### src/rtl/ps2_pkg.sv
// Shared PS/2 definitions: host-transmit FSM states, frame geometry and
// the keyboard command bytes used by the host and receiver blocks.
package ps2_pkg;

  typedef enum logic [2:0] {
    ST_IDLE,
    ST_INHIBIT,
    ST_REQ,
    ST_SHIFT,
    ST_ACK,
    ST_RELEASE
  } tx_state_e;

  localparam int FRAME_LEN = 11;
  // Bits the host shifts out after the start bit: 8 data, parity, stop.
  localparam int SHIFT_LEN = FRAME_LEN - 1;
  localparam int CNT_W     = 19;
  localparam int EDGE_W    = 4;

  localparam logic [7:0] CMD_SET_LEDS = 8'hED;
  localparam logic [7:0] CMD_RESET    = 8'hFF;
  localparam logic [7:0] RSP_ACK      = 8'hFA;

  function automatic logic odd_parity(input logic [7:0] d);
    return ~^d;
  endfunction

endpackage

### src/rtl/ps2_host_tx_if.sv
// Host-side PS/2 transmit bus: byte request handshake plus open-drain
// line controls and raw line levels.
interface ps2_host_tx_if;
  logic [7:0] tx_data;
  logic       tx_start;
  logic       kb_clk_in;
  logic       kb_data_in;
  logic       kb_clk_oe;
  logic       kb_data_oe;
  logic       busy;
  logic       done;
  logic       err;

  modport master (
    output tx_data, tx_start, kb_clk_in, kb_data_in,
    input  kb_clk_oe, kb_data_oe, busy, done, err
  );

  modport slave (
    input  tx_data, tx_start, kb_clk_in, kb_data_in,
    output kb_clk_oe, kb_data_oe, busy, done, err
  );
endinterface

### src/rtl/ps2_line_filter.sv
// Two-flop synchronizer followed by a glitch filter for a PS/2 line; a level
// change is accepted only after FILT_LEN consecutive differing samples.
module ps2_line_filter #(
  parameter int FILT_LEN = 8
) (
  input  logic clk_25MHz,
  input  logic reset,
  input  logic line_i,
  output logic sync_o,
  output logic filt_o,
  output logic fall_o
);

  localparam int CW = $clog2(FILT_LEN + 1);

  logic [1:0]    sync_q;
  logic          filt_q;
  logic          fall_q;
  logic [CW-1:0] cnt_q;

  always_ff @(posedge clk_25MHz or negedge reset) begin
    if (!reset) begin
      sync_q <= 2'b11;
      filt_q <= 1'b1;
      fall_q <= 1'b0;
      cnt_q  <= '0;
    end else begin
      sync_q <= {sync_q[0], line_i};
      fall_q <= 1'b0;
      if (sync_q[1] == filt_q) begin
        cnt_q <= '0;
      end else if (cnt_q == CW'(FILT_LEN - 1)) begin
        filt_q <= sync_q[1];
        fall_q <= filt_q;
        cnt_q  <= '0;
      end else begin
        cnt_q <= cnt_q + 1'b1;
      end
    end
  end

  assign sync_o = sync_q[1];
  assign filt_o = filt_q;
  assign fall_o = fall_q;

endmodule

### src/rtl/ps2_host_tx.sv
// PS/2 host-to-device byte transmitter: inhibit, request-to-send, shift the
// frame on device clock falls, check the device ack, with an overall timeout.
module ps2_host_tx
  import ps2_pkg::*;
#(
  parameter int INHIBIT_CYC = 2600,
  parameter int TIMEOUT_CYC = 375000,
  parameter int FILT_LEN    = 8
) (
  input  logic          clk_25MHz,
  input  logic          reset,
  ps2_host_tx_if.slave  bus
);

  tx_state_e              state_q;
  logic [SHIFT_LEN-1:0]   frame_q;
  logic [CNT_W-1:0]       cnt_q;
  logic [EDGE_W-1:0]      edge_q;
  logic                   clk_oe_q, data_oe_q, busy_q, done_q, err_q;
  logic [1:0]             dsync_q;
  logic                   clk_sync, clk_filt, clk_fall;

  ps2_line_filter #(.FILT_LEN(FILT_LEN)) u_clk_filt (
    .clk_25MHz (clk_25MHz),
    .reset     (reset),
    .line_i    (bus.kb_clk_in),
    .sync_o    (clk_sync),
    .filt_o    (clk_filt),
    .fall_o    (clk_fall)
  );

  always_ff @(posedge clk_25MHz or negedge reset) begin
    if (!reset) dsync_q <= 2'b11;
    else        dsync_q <= {dsync_q[0], bus.kb_data_in};
  end

  always_ff @(posedge clk_25MHz or negedge reset) begin
    if (!reset) begin
      state_q   <= ST_IDLE;
      frame_q   <= '1;
      cnt_q     <= '0;
      edge_q    <= '0;
      clk_oe_q  <= 1'b0;
      data_oe_q <= 1'b0;
      busy_q    <= 1'b0;
      done_q    <= 1'b0;
      err_q     <= 1'b0;
    end else begin
      done_q <= 1'b0;
      err_q  <= 1'b0;
      if (state_q != ST_IDLE) cnt_q <= cnt_q + 1'b1;
      // Timeout spans the whole transfer and overrides every other state action.
      if (state_q != ST_IDLE && cnt_q == CNT_W'(TIMEOUT_CYC - 1)) begin
        clk_oe_q  <= 1'b0;
        data_oe_q <= 1'b0;
        busy_q    <= 1'b0;
        err_q     <= 1'b1;
        state_q   <= ST_IDLE;
      end else begin
        unique case (state_q)
          ST_IDLE: begin
            // done/err high means busy only just fell: that request is dropped.
            if (bus.tx_start && !done_q && !err_q) begin
              frame_q  <= {1'b1, odd_parity(bus.tx_data), bus.tx_data};
              cnt_q    <= '0;
              edge_q   <= '0;
              clk_oe_q <= 1'b1;
              busy_q   <= 1'b1;
              state_q  <= ST_INHIBIT;
            end
          end
          ST_INHIBIT: begin
            if (cnt_q == CNT_W'(INHIBIT_CYC - 1)) begin
              data_oe_q <= 1'b1;
            end else if (cnt_q == CNT_W'(INHIBIT_CYC)) begin
              clk_oe_q <= 1'b0;
              state_q  <= ST_REQ;
            end
          end
          ST_REQ, ST_SHIFT: begin
            if (clk_fall) begin
              data_oe_q <= ~frame_q[0];
              frame_q   <= {1'b1, frame_q[SHIFT_LEN-1:1]};
              edge_q    <= edge_q + 1'b1;
              state_q   <= (edge_q == EDGE_W'(SHIFT_LEN - 1)) ? ST_ACK : ST_SHIFT;
            end
          end
          ST_ACK: begin
            if (clk_fall) begin
              if (!dsync_q[1]) begin
                state_q <= ST_RELEASE;
              end else begin
                err_q   <= 1'b1;
                busy_q  <= 1'b0;
                state_q <= ST_IDLE;
              end
            end
          end
          ST_RELEASE: begin
            if (clk_filt && dsync_q[1]) begin
              done_q  <= 1'b1;
              busy_q  <= 1'b0;
              state_q <= ST_IDLE;
            end
          end
          default: state_q <= ST_IDLE;
        endcase
      end
    end
  end

  assign bus.kb_clk_oe  = clk_oe_q;
  assign bus.kb_data_oe = data_oe_q;
  assign bus.busy       = busy_q;
  assign bus.done       = done_q;
  assign bus.err        = err_q;

  logic unused_sync;
  assign unused_sync = clk_sync;

endmodule

### src/flat_wrapper.sv
// flat-port wrapper written by rule: the top's interface ports become plain ports
module ps2_host_tx_flat import ps2_pkg::*;
#(
  parameter int INHIBIT_CYC = 2600,
  parameter int TIMEOUT_CYC = 375000,
  parameter int FILT_LEN    = 8
)
  (clk_25MHz, reset, bus_tx_data, bus_tx_start, bus_kb_clk_in, bus_kb_data_in, bus_kb_clk_oe, bus_kb_data_oe, bus_busy, bus_done, bus_err);
  ps2_host_tx_if bus_i ();
  input  logic clk_25MHz;
  input  logic reset;
  input wire logic [$bits(bus_i.tx_data)-1:0] bus_tx_data;
  input wire logic [$bits(bus_i.tx_start)-1:0] bus_tx_start;
  input wire logic [$bits(bus_i.kb_clk_in)-1:0] bus_kb_clk_in;
  input wire logic [$bits(bus_i.kb_data_in)-1:0] bus_kb_data_in;
  output wire logic [$bits(bus_i.kb_clk_oe)-1:0] bus_kb_clk_oe;
  output wire logic [$bits(bus_i.kb_data_oe)-1:0] bus_kb_data_oe;
  output wire logic [$bits(bus_i.busy)-1:0] bus_busy;
  output wire logic [$bits(bus_i.done)-1:0] bus_done;
  output wire logic [$bits(bus_i.err)-1:0] bus_err;
  assign bus_i.tx_data = bus_tx_data;
  assign bus_i.tx_start = bus_tx_start;
  assign bus_i.kb_clk_in = bus_kb_clk_in;
  assign bus_i.kb_data_in = bus_kb_data_in;
  assign bus_kb_clk_oe = bus_i.kb_clk_oe;
  assign bus_kb_data_oe = bus_i.kb_data_oe;
  assign bus_busy = bus_i.busy;
  assign bus_done = bus_i.done;
  assign bus_err = bus_i.err;
  ps2_host_tx #(.INHIBIT_CYC(INHIBIT_CYC), .TIMEOUT_CYC(TIMEOUT_CYC), .FILT_LEN(FILT_LEN)) u_core (.clk_25MHz(clk_25MHz), .reset(reset), .bus(bus_i));
endmodule
### config.mk
export PLATFORM = sky130hd
export DESIGN_NAME = ps2_host_tx_flat
export DESIGN_NICKNAME = d
export VERILOG_FILES = /design/src/rtl/ps2_pkg.sv /design/src/rtl/ps2_host_tx_if.sv /design/src/rtl/ps2_line_filter.sv /design/src/rtl/ps2_host_tx.sv /design/src/flat_wrapper.sv
export SDC_FILE = /design/constraint.sdc
export NUM_CORES = 1
export LEC_CHECK = 0
export CORE_ASPECT_RATIO = 1.4
export CORE_MARGIN = 5
export CORE_UTILIZATION = 45
export CTS_CLUSTER_SIZE = 24
export DETAILED_ROUTE_END_ITERATION = 6
export PLACE_DENSITY_LB_ADDON = 0.2
export SYNTH_ARGS = -nofsm -noshare
export SYNTH_HDL_FRONTEND = slang
export SYNTH_SLANG_ARGS = --single-unit
### constraint.sdc
create_clock -name clk_25MHz -period 2.1 [get_ports clk_25MHz]
set_input_delay 0.21 -clock clk_25MHz [delete_from_list [all_inputs] [get_ports clk_25MHz]]
set_output_delay 0.21 -clock clk_25MHz [all_outputs]
set_load 0.01 [all_outputs]
==> qor.csv, run 1 <==
metric,value,unit
number of synthesis warnings,0,
largest net degree at the start of global routing,21,
initial DRC count,42,
RSZ-0062 raised after global routing,false,
worst rel slew slack,70.2,%
Global Route Usage Sum,16.0,%
synthesized area,2590,sq um
initial antenna violation count,0,
Worst Hold Class,in -> reg,
crit-path max FO,12,
H-Tree Level Count,2,
"Seq/Total Area, Yosys",49.0,%
TNS Setup,0,ps
"Worst Setup Slack, final",172,ps
port bufs,17,
Syn Nets,269,
DRT Pass-1 Iters,4,
Cell variety after synth,60,
Synth async-reset ratio,100,%
Routed WL,5330,microns
Crit-path slowest cell,dfrtp_1,
fraction of layout cells with a size suffix above 1,21.3,%
total die area,7400,sq um
final worst-path cycle share,91.8,%
clk sinks,50,
number of flops mapped to enable cells by yosys,0,
nets@finish,299,
DR vias/cell,5.73,
count of final max-slew check failures,0,
# diodes,0,
DRC violations left,0,
hpwl dp,3850,microns
Startpoint Class,flip-flop,
Mean Syn Cell Area,10.3,sq um
Worst Tran Pin Value,447,ps
worst vdd ir,0.526,mV
Placement Rows,32,
CTS tree,done,
Worst Path Buf+Inv,0,
number of max-cap violations,0,
fmax,0.519,GHz
top-area cell type share of the netlist area,34.8,%
root buffer cell,clkbuf_8,
"Largest delay share family, worst path",simple AND/OR/NAND/NOR gates,
final hold vios,0,
grt ovf,0,
met2 wire len,2780,microns
via count,2006,
PwrDens,1000,nW/um^2
die height,99.8,microns
cells after synthesis,251,
Layout area overhead,16.2,%
CTS Buf Count,5,
post-synth top area cell,dfrtp_1,
Pleak,0.00126,uW
Setup crit end kind,flip-flop,
Post-synth top flop,dfrtp_1,
antenna-violating nets left,0,
global-route wire length before repair,9250,microns
vias in the first global route,2056,
pre-CTS WS,69.1,ps
Clock Skew,6.71,ps
Worst-Skew Late Latency,310,ps
top sig layer,met4,
routed wire length on met3,162,microns
Starting Density,46.6,%
worst endpoint required time,2350,ps
io pins,18,
kind of critical path,reg -> reg,
routability congestion estimate from global placement,0.768,
Final Setup Violations,0,
Longest Clk Path Bufs,2,
Yosys reg bits,50,
Routed wire per std cell,15.2,microns
Die Width,74.1,microns
outcome,completed,
critical-path cell list,"or3b_1, nor4_4, and2_4, nand2b_2, o221a_2",
Max stage delay on crit path,450,ps
CP arrival,2180,ps
Worst Hold Slack,307,ps
WL met1,2310,microns
Final Util,54.1,%
min Tclk post-route,1930,ps
ranking of synthesized cells by area,"dfrtp_1 35%, dfstp_2 14%, nand2_1 4.1%",
core area,5570,sq um
"Reg clk slew, reported paths",90,ps
[sequential cells by signal, indices dropped and copies added, names as in the netlist]
name and count:
u_core.state_q 3, u_core.u_clk_filt.fall_o 1, u_core.u_clk_filt.cnt_q 4, u_core.cnt_q 19, u_core.frame_q 9, u_core.edge_q 4
u_core.u_clk_filt.sync_q 2, u_core.bus.kb_data_oe 1, u_core.bus.busy 1, u_core.dsync_q 2, u_core.bus.err 1, u_core.u_clk_filt.filt_o 1
u_core.bus.kb_clk_oe 1, u_core.bus.done 1
[power breakdown]
group	leakage [uW]	total [uW]	switching, uW	internal [uW]
clock network	0.0000514	687	331	356
logic	0.000575	927	447	480
registers	0.000631	1400	182	1220
total	0.00126	3020	960	2060
[placed cells by master, fill, tap and decap left out, types with 2 or more instances in the layout]
master	Yosys	final
dfrtp_1	36	36
nand2_1	28	28
nor2_1	22	22
clkdlybuf4s50_1	0	16
buf_4	1	15
dfstp_2	14	14
nand3_1	10	10
xnor2_1	9	9
o21ai_0	8	8
nor3_1	7	7
inv_1	6	6
o31ai_1	6	6
mux2i_1	6	6
nand4_1	5	5
o211ai_1	5	5
nor4_1	6	5
or2_2	5	5
o221a_2	5	5
a211oi_1	5	5
ha_1	5	5
clkbuf_8	1	5
nor3b_1	4	4
a31oi_1	4	4
a21oi_1	4	4
o22ai_1	3	3
and2_1	2	2
xor2_1	2	2
nor2b_1	2	2
o311ai_0	2	2
nand2b_1	2	2
[synthesized netlist by cell type (2+ instances only)]
library cell	instances
nor2_1	22
buf_6	2
o311ai_0	2
o31ai_1	6
nand2_1	28
nand2b_1	2
nor4_1	6
nor3b_1	4
xnor2_1	9
nand4_1	5
inv_1	6
o22ai_1	3
or2_2	5
a31oi_1	4
mux2i_1	6
o211ai_1	5
nand3_1	10
clkbuf_1	4
dfrtp_1	36
xor2_1	2
buf_2	2
and2_1	2
o21ai_0	8
ha_1	5
a21oi_1	4
a211oi_1	5
nor3_1	7
o221a_2	5
nor2b_1	2
dfstp_2	14
[worst register-to-register path, delay by kind of cell, from the launching register on]
kind	cells	cell delay [ps]
AND/OR/NAND/NOR	4	1220
flip-flops	1	450
AO/OA/AOI/OAI	1	210
[stage by stage]
step	power, uW	instance area [sq um]	std cells
2_1_floorplan	2060	2590	251
3_5_place_dp	2350	2890	341
6_report	3020	3010	350
5_1_grt	3210	3010	350
4_1_cts	3040	3010	350
3_3_place_gp	2330	2890	341
[layout make-up]
| class | instances | area [sq um] |
|---|---|---|
| Clock buffer | 6 | 72.6 |
| Multi-Input combinational cell | 185 | 1240 |
| Tap cell | 68 | 85.1 |
| Sequential cell | 50 | 1270 |
| Timing Repair Buffer | 33 | 288 |
| Fill cell | 501 | 2550 |
| Clock inverter | 2 | 37.5 |
| Inverter | 6 | 22.5 |
[worst paths after layout]
path / cells past startpoint / start / end / slack [ps]
worst max-delay path: 5 / u_core.cnt_q[5] / u_core.frame_q[2] / 170
worst min-delay path: 1 / bus_kb_data_in / u_core.dsync_q[0] / 310
worst max register to register: 5 / u_core.cnt_q[5] / u_core.frame_q[2] / 170
worst min register to register: 0 / u_core.u_clk_filt.sync_q[0] / u_core.u_clk_filt.sync_q[1] / 360
max in group asynchronous: 3 / reset / u_core.frame_q[2] / 1050
min in group asynchronous: 2 / reset / u_core.cnt_q[3] / 380
[routing by layer]
metal / global-route usage, % / vias up
met5: 0 / -
met4: 6.28 / 0
met3: 2.91 / 9
met2: 27.5 / 25
met1: 19.4 / 983
li1: - / 989
[what timing repair did]
item	in CTS	in global routing
setup buffers	0	0
endpoints found under the setup margin	0	1
gates resized for setup	0	1
hold endpoints to repair	12	0
hold buffers	1	0
[logic make-up after synthesis]
| group | share of synthesized area, % |
|---|---|
| AND/OR/NAND/NOR | 23.9 |
| AO/OA/AOI/OAI | 14.8 |
| flip-flops | 49.0 |
| buffers and inverters | 3.52 |
| XOR/XNOR | 3.72 |
| multiplexers | 2.75 |
| adder cells (fa/ha/maj) | 2.41 |
Note: power is estimated with default switching activity, not from simulation.
==> run 2, diff against run 1 <==
--- a/config.mk
+++ b/config.mk
@@ -5,6 +5,7 @@
 export SDC_FILE = /design/constraint.sdc
 export NUM_CORES = 1
 export LEC_CHECK = 0
+export ABC_CLOCK_PERIOD_IN_PS = 2100
 export CORE_ASPECT_RATIO = 1.4
 export CORE_MARGIN = 5
 export CORE_UTILIZATION = 45
==> results of run 2 <==
Final layout, timing and power as in run 1 (identical DEF).
==> run 3, diff against run 2 <==
--- a/config.mk
+++ b/config.mk
@@ -12,6 +12,7 @@
 export CTS_CLUSTER_SIZE = 24
 export DETAILED_ROUTE_END_ITERATION = 6
 export PLACE_DENSITY_LB_ADDON = 0.2
+export SLEW_MARGIN = 20
 export SYNTH_ARGS = -nofsm -noshare
 export SYNTH_HDL_FRONTEND = slang
 export SYNTH_SLANG_ARGS = --single-unit
==> results of run 3 <==
Final layout, timing and power as in run 1 (identical DEF).
